==> src/rtl/i2s_pkg.sv <==
// i2s_pkg: shared types and helpers for the I2S transmitter.
//   stereo_sample_t : left/right pair, stored sign-extended to MAX_SAMPLE_W
//   channel_e       : slot identity, also the lrck encoding (0 = left)
//   frame_cycles()  : clk cycles per full left+right frame
package i2s_pkg;
  localparam int MAX_SAMPLE_W = 32;

  typedef struct packed {
    logic signed [MAX_SAMPLE_W-1:0] left;
    logic signed [MAX_SAMPLE_W-1:0] right;
  } stereo_sample_t;

  typedef enum logic {LEFT = 1'b0, RIGHT = 1'b1} channel_e;

  function automatic int frame_cycles(input int slot_width, input int bclk_div);
    return 2 * slot_width * bclk_div;
  endfunction
endpackage

==> src/rtl/i2s_frame_timer.sv <==
// i2s_frame_timer: bit/slot timebase for the I2S serializer.
//   clk, reset       : MCLK domain, synchronous active-high reset
//   o_bit_tick       : last clk cycle of the current bit (shift point)
//   o_slot_boundary  : last clk cycle of the current slot (load point)
//   o_next_channel   : channel of the slot that starts after the boundary
//   o_channel        : current channel (drives lrck directly)
module i2s_frame_timer import i2s_pkg::*; #(
  parameter int SLOT_WIDTH = 32,
  parameter int BCLK_DIV   = 4
) (
  input  logic     clk,
  input  logic     reset,
  output logic     o_bit_tick,
  output logic     o_slot_boundary,
  output channel_e o_next_channel,
  output channel_e o_channel
);
  localparam int PW = $clog2(BCLK_DIV);
  localparam int IW = $clog2(SLOT_WIDTH);
  localparam logic [PW-1:0] PH_LAST  = PW'(BCLK_DIV - 1);
  localparam logic [IW-1:0] IDX_LAST = IW'(SLOT_WIDTH - 1);

  logic [PW-1:0] r_phase;
  logic [IW-1:0] r_idx;
  channel_e      r_ch;

  assign o_bit_tick      = (r_phase == PH_LAST);
  assign o_slot_boundary = o_bit_tick && (r_idx == IDX_LAST);
  assign o_next_channel  = (r_ch == LEFT) ? RIGHT : LEFT;
  assign o_channel       = r_ch;

  always_ff @(posedge clk) begin
    if (reset) begin
      r_phase <= '0;
      r_idx   <= '0;
      r_ch    <= LEFT;
    end else begin
      if (o_bit_tick) begin
        r_phase <= '0;
        r_idx   <= (r_idx == IDX_LAST) ? '0 : r_idx + 1'b1;
      end else begin
        r_phase <= r_phase + 1'b1;
      end
      if (o_slot_boundary) r_ch <= o_next_channel;
    end
  end
endmodule

==> src/rtl/i2s_serializer.sv <==
// i2s_serializer: Philips-I2S stereo transmitter with a one-deep holding
// buffer and valid/ready input.
//   clk, reset          : MCLK domain, synchronous active-high reset
//   in_left/in_right    : signed PCM pair, in_valid/in_ready handshake
//   volume, mute        : load-time attenuation, active only when the macro
//                         I2S_SERIALIZER_VOLUME_EN is defined (else ignored)
//   lrck, dac           : word select (0 = left) and MSB-first serial data
//   underrun            : 1-cycle pulse when a left-slot load had no pair
module i2s_serializer import i2s_pkg::*; #(
  parameter int SAMPLE_WIDTH     = 16,
  parameter int SLOT_WIDTH       = 32,
  parameter int BCLK_DIV         = 4,
  parameter int MONO             = 0,
  parameter int HOLD_ON_UNDERRUN = 1
) (
  input  logic                    clk,
  input  logic                    reset,
  input  logic [SAMPLE_WIDTH-1:0] in_left,
  input  logic [SAMPLE_WIDTH-1:0] in_right,
  input  logic                    in_valid,
  output logic                    in_ready,
  input  logic [2:0]              volume,
  input  logic                    mute,
  output logic                    lrck,
  output logic                    dac,
  output logic                    underrun
);
  // sample sits right after the leading I2S delay bit, zero padded below
  localparam int PAD = SLOT_WIDTH - 1 - SAMPLE_WIDTH;

  logic     w_bit_tick, w_slot_boundary;
  channel_e w_next_ch, w_ch;

  i2s_frame_timer #(.SLOT_WIDTH(SLOT_WIDTH), .BCLK_DIV(BCLK_DIV)) u_timer (
    .clk            (clk),
    .reset          (reset),
    .o_bit_tick     (w_bit_tick),
    .o_slot_boundary(w_slot_boundary),
    .o_next_channel (w_next_ch),
    .o_channel      (w_ch)
  );

  stereo_sample_t r_cur, r_pend;
  logic           r_pend_vld, r_underrun;
  logic [SLOT_WIDTH-1:0] r_shift;

  stereo_sample_t                 w_cur_nxt;
  logic signed [MAX_SAMPLE_W-1:0] w_raw, w_shr, w_adj;
  logic [SLOT_WIDTH-1:0]          w_load;
  logic                           w_accept, w_unused;

  assign in_ready = !r_pend_vld;
  assign w_accept = in_valid && in_ready;

  // Sample selection for the slot about to start. Entering left consumes
  // the pending pair directly (bypass) or falls back to hold/zero.
  always_comb begin
    w_cur_nxt = r_cur;
    w_raw     = '0;
    if (w_next_ch == RIGHT) begin
      w_raw = (MONO != 0) ? r_cur.left : r_cur.right;
    end else if (r_pend_vld) begin
      w_cur_nxt = r_pend;
      w_raw     = r_pend.left;
    end else if (HOLD_ON_UNDERRUN != 0) begin
      w_raw = r_cur.left;
    end else begin
      w_cur_nxt = '0;
    end
  end

  // kept as its own signed net so the shift stays arithmetic
  assign w_shr = w_raw >>> volume;

`ifdef I2S_SERIALIZER_VOLUME_EN
  assign w_adj    = mute ? '0 : w_shr;
  assign w_unused = ^w_adj;
`else
  assign w_adj    = w_raw;
  assign w_unused = ^{w_adj, w_shr, mute};
`endif

  assign w_load = SLOT_WIDTH'({1'b0, w_adj[SAMPLE_WIDTH-1:0]}) << PAD;

  always_ff @(posedge clk) begin
    if (reset) begin
      r_cur      <= '0;
      r_pend     <= '0;
      r_pend_vld <= 1'b0;
      r_underrun <= 1'b0;
      r_shift    <= '0;
    end else begin
      r_underrun <= 1'b0;
      if (w_slot_boundary) begin
        r_shift <= w_load;
        if (w_next_ch == LEFT) begin
          r_cur <= w_cur_nxt;
          if (!r_pend_vld) r_underrun <= 1'b1;
        end
      end else if (w_bit_tick) begin
        r_shift <= {r_shift[SLOT_WIDTH-2:0], 1'b0};
      end
      // consume and accept are exclusive: accept needs the buffer empty,
      // and an empty-buffer consume leaves the new pair pending
      if (w_slot_boundary && w_next_ch == LEFT && r_pend_vld) begin
        r_pend_vld <= 1'b0;
      end else if (w_accept) begin
        r_pend.left  <= MAX_SAMPLE_W'($signed(in_left));
        r_pend.right <= MAX_SAMPLE_W'($signed(in_right));
        r_pend_vld   <= 1'b1;
      end
    end
  end

  assign lrck     = w_ch;
  assign dac      = r_shift[SLOT_WIDTH-1];
  assign underrun = r_underrun;
endmodule

==> config.mk <==
export PLATFORM = sky130hd
export DESIGN_NAME = i2s_serializer
export DESIGN_NICKNAME = d
export VERILOG_FILES = /design/src/rtl/i2s_pkg.sv /design/src/rtl/i2s_frame_timer.sv /design/src/rtl/i2s_serializer.sv
export SDC_FILE = /design/constraint.sdc
export NUM_CORES = 1
export LEC_CHECK = 0
export CAP_MARGIN = 20
export CORE_MARGIN = 5
export CORE_UTILIZATION = 28
export CTS_BUF_LIST = sky130_fd_sc_hd__clkbuf_4 sky130_fd_sc_hd__clkbuf_8
export DETAILED_ROUTE_END_ITERATION = 10
export PLACE_DENSITY_LB_ADDON = 0.3
export SLEW_MARGIN = 20
export SYNTH_ARGS = -nofsm -noshare
export SYNTH_HDL_FRONTEND = slang
export SYNTH_SLANG_ARGS = --single-unit
==> constraint.sdc <==
create_clock -name clk -period 2.13 [get_ports clk]
set_clock_uncertainty 0.05 [all_clocks]
set_input_delay 0.426 -clock clk [delete_from_list [all_inputs] [get_ports clk]]
set_output_delay 0.426 -clock clk [all_outputs]
set_load 0.01 [all_outputs]
==> impl_metrics.env <==
export IMPL_ioPinCount=43
export IMPL_synth_edf_count=0
export IMPL_synth_top_area_cell="dfxtp_1"
export IMPL_root_buffer="clkbuf_8"
export IMPL_die_area_sq_um=15100
export IMPL_clkPwrFrac_pct=32.8
export IMPL_seq_power_share_pct=58.2
export IMPL_rows=41
export IMPL_synthTopCellsByArea="dfxtp_1, nand2_1, a22o_1"
export IMPL_fin_crit_sh_pct=92.5
export IMPL_cts_tree="done"
export IMPL_clkTransAtPathRegs_ps=80
export IMPL_cp_required_ps=2340
export IMPL_worstPathMaxFanout=28
export IMPL_route_detailed_drc=0
export IMPL_p_per_area_nw_per_um2=719
export IMPL_cts_num_sinks=91
export IMPL_multi_input_area_sq_um=1580
export IMPL_clk_path_buf_depth=2
export IMPL_hold_slack_ps=397
export IMPL_cts_buffers=9
export IMPL_die_w_um=123
export IMPL_yosysSeqAreaShare_pct=51.1
export IMPL_htreeDepth=3
export IMPL_worst_pin_slew_ps=362
export IMPL_fin_ws_ps=159
export IMPL_yosysUniqueCellTypes=31
export IMPL_fin_util_pct=34.3
export IMPL_finalHoldViolations=0
export IMPL_fmax_mhz=507
export IMPL_port_buffers=38
export IMPL_layout_common_cells="dfxtp_1, nand2_1, a21oi_1, clkdlybuf4s50_1, nor2_1"
export IMPL_syn_inst=386
export IMPL_synth_area_sq_um=3560
export IMPL_grt_pass1_wl_mm=13.0
export IMPL_dp_hpwl_mm=5.18
export IMPL_startpoint_type="register"
export IMPL_chipHeight_um=123
export IMPL_final_nets=458
export IMPL_postCtsHoldBufs=0
export IMPL_ys_warn_count=0
export IMPL_gp_congestion=0.700
export IMPL_wl_per_cell_um=13.2
export IMPL_finalCriticalPeriod_ps=1970
export IMPL_layout_commonest_cell="dfxtp_1"
export IMPL_drtPass1Iterations=4
export IMPL_wl_mm=7.78
export IMPL_crit_type="reg -> reg"
export IMPL_drv_slew=0
export IMPL_detail_route_antenna_nets=0
export IMPL_max_slew_margin_pct=75.8
export IMPL_finalSetupViolCount=0
export IMPL_antenna_found_initial=0
export IMPL_drive_above_1_share_pct=7.45
export IMPL_max_vdd_ir_drop_uv=313
export IMPL_leakagePower_nw=1.50
export IMPL_synth_seq_cells=91
export IMPL_p_int_mw=2.38
export IMPL_finalNonFillerCells=588
export IMPL_post_cts_buffers=0
export IMPL_dp_cells=576
export IMPL_grt_max_degree=48
export IMPL_synthFlopType="dfxtp_1"
export IMPL_maxCapViolations=0
export IMPL_async_flop_share_pct=0
export IMPL_fillers=1310
export IMPL_start_util_pct=28.4
export IMPL_drtIter0Drc=132
export IMPL_status="completed"
export IMPL_totalNegativeSetupSlack_ps=0
export IMPL_switching_power_mw=0.724
export IMPL_syn_to_final_growth_pct=21.0
export IMPL_grt_pass1_vias=2676
export IMPL_syn_avg_cell_area_sq_um=9.23
export IMPL_core_sq_um=12600
export IMPL_critPathArrivalTime_ps=2180
export IMPL_register_area_sq_um=1820
export IMPL_hold_path_class="in -> reg"
export IMPL_grt_usage_pct=10.9
export IMPL_p_sw_share_pct=23.3
export IMPL_synthesis_nets=429
export IMPL_p_comb_share_pct=9.0
export IMPL_endpoint_kind="register"
export IMPL_ctsResizeCount=0
export IMPL_via_per_inst=4.69
export IMPL_synth_top_area_share_pct=51.1
export IMPL_diodes=0
export IMPL_grt_ovfl_total=0
export IMPL_pre_cts_ws_ps=161
export IMPL_rsz0062_at_grt="no"
export IMPL_clock_latency_ps=350
export IMPL_num_vias=2756
## metal layers
metal  track usage [%]  part of all wire, %  vias up
li1                  -                    -     1408
met1              14.0                   49     1306
met2              17.3                   47       32
met3              2.67                  2.6       10
met4              4.83                  1.7        0
met5                 0                    0        -
## sequential cells by signal (all words and copies together), names as in the netlist
signal	count
r_cur	32
r_pend	32
r_pend_vld	1
r_shift	17
u_timer.o_channel	1
u_timer.r_idx	5
u_timer.r_phase	2
underrun	1
## layout make-up
cell class / count / share of cell area [%]
Clock buffer: 12 / 3.69
Inverter: 2 / 0.174
Multi-Input combinational cell: 259 / 36.6
Sequential cell: 91 / 42.3
Tap cell: 172 / 4.99
Timing Repair Buffer: 52 / 12.3
## worst max-delay path, cell delays in order (launching register included)
cell      delay (ps)
dfxtp_1          410
ha_1             190
and3_1           160
ha_1             180
nand2_2          170
buf_12           210
a211o_1          230
a311oi_1         270
## logic make-up after synthesis
logic type | synth area share (%)
DFF | 51.1
muxes | 5.06
buffers and inverters | 4.92
adders and majority gates | 1.40
and+or+nand+nor | 15.8
AOI/OAI and AO/OA | 21.5
xor gates and xnor gates | 0.246
## cells in the mapped netlist (2+ instances only)
library cell  number
nand2_1           79
nand4_1            2
nand2b_1           4
a21oi_1           37
nor2_1            35
buf_6              2
nand3b_1           2
inv_1              2
clkbuf_1          12
buf_2             20
mux2i_1           18
nor3b_1            2
a311oi_1          15
ha_1               4
a211o_1           15
dfxtp_1           91
a22o_1            32
## metrics by stage
step           area (sq um)  power (mW)
5_1_grt                4310        3.25
3_3_place_gp           4150        2.12
6_report               4310        3.10
4_1_cts                4310        3.15
2_1_floorplan          3560        2.00
3_5_place_dp           4150        2.13
## power by group through the flow
stage          logic, mW  registers (mW)  clock network, mW
2_1_floorplan      0.172            1.83                  0
3_3_place_gp       0.280            1.84                  0
3_5_place_dp       0.284            1.84                  0
4_1_cts            0.284            1.80               1.06
5_1_grt            0.313            1.81               1.12
6_report           0.279            1.80               1.02
## worst paths after layout
path / startpoint / to / slack, ps / cells after the start
max: u_timer.r_idx[0]$_SDFFE_PP0N_ / r_shift[21]$_SDFFE_PP0P_ / 160 / 7
min: reset / u_timer.o_channel$_SDFFE_PP0N_ / 400 / 2
max reg2reg: u_timer.r_idx[0]$_SDFFE_PP0N_ / r_shift[21]$_SDFFE_PP0P_ / 160 / 7
min reg2reg: r_pend[15]$_SDFFE_PP0P_ / r_pend[15]$_SDFFE_PP0P_ / 410 / 2
Power figures use the tool's default switching activity.
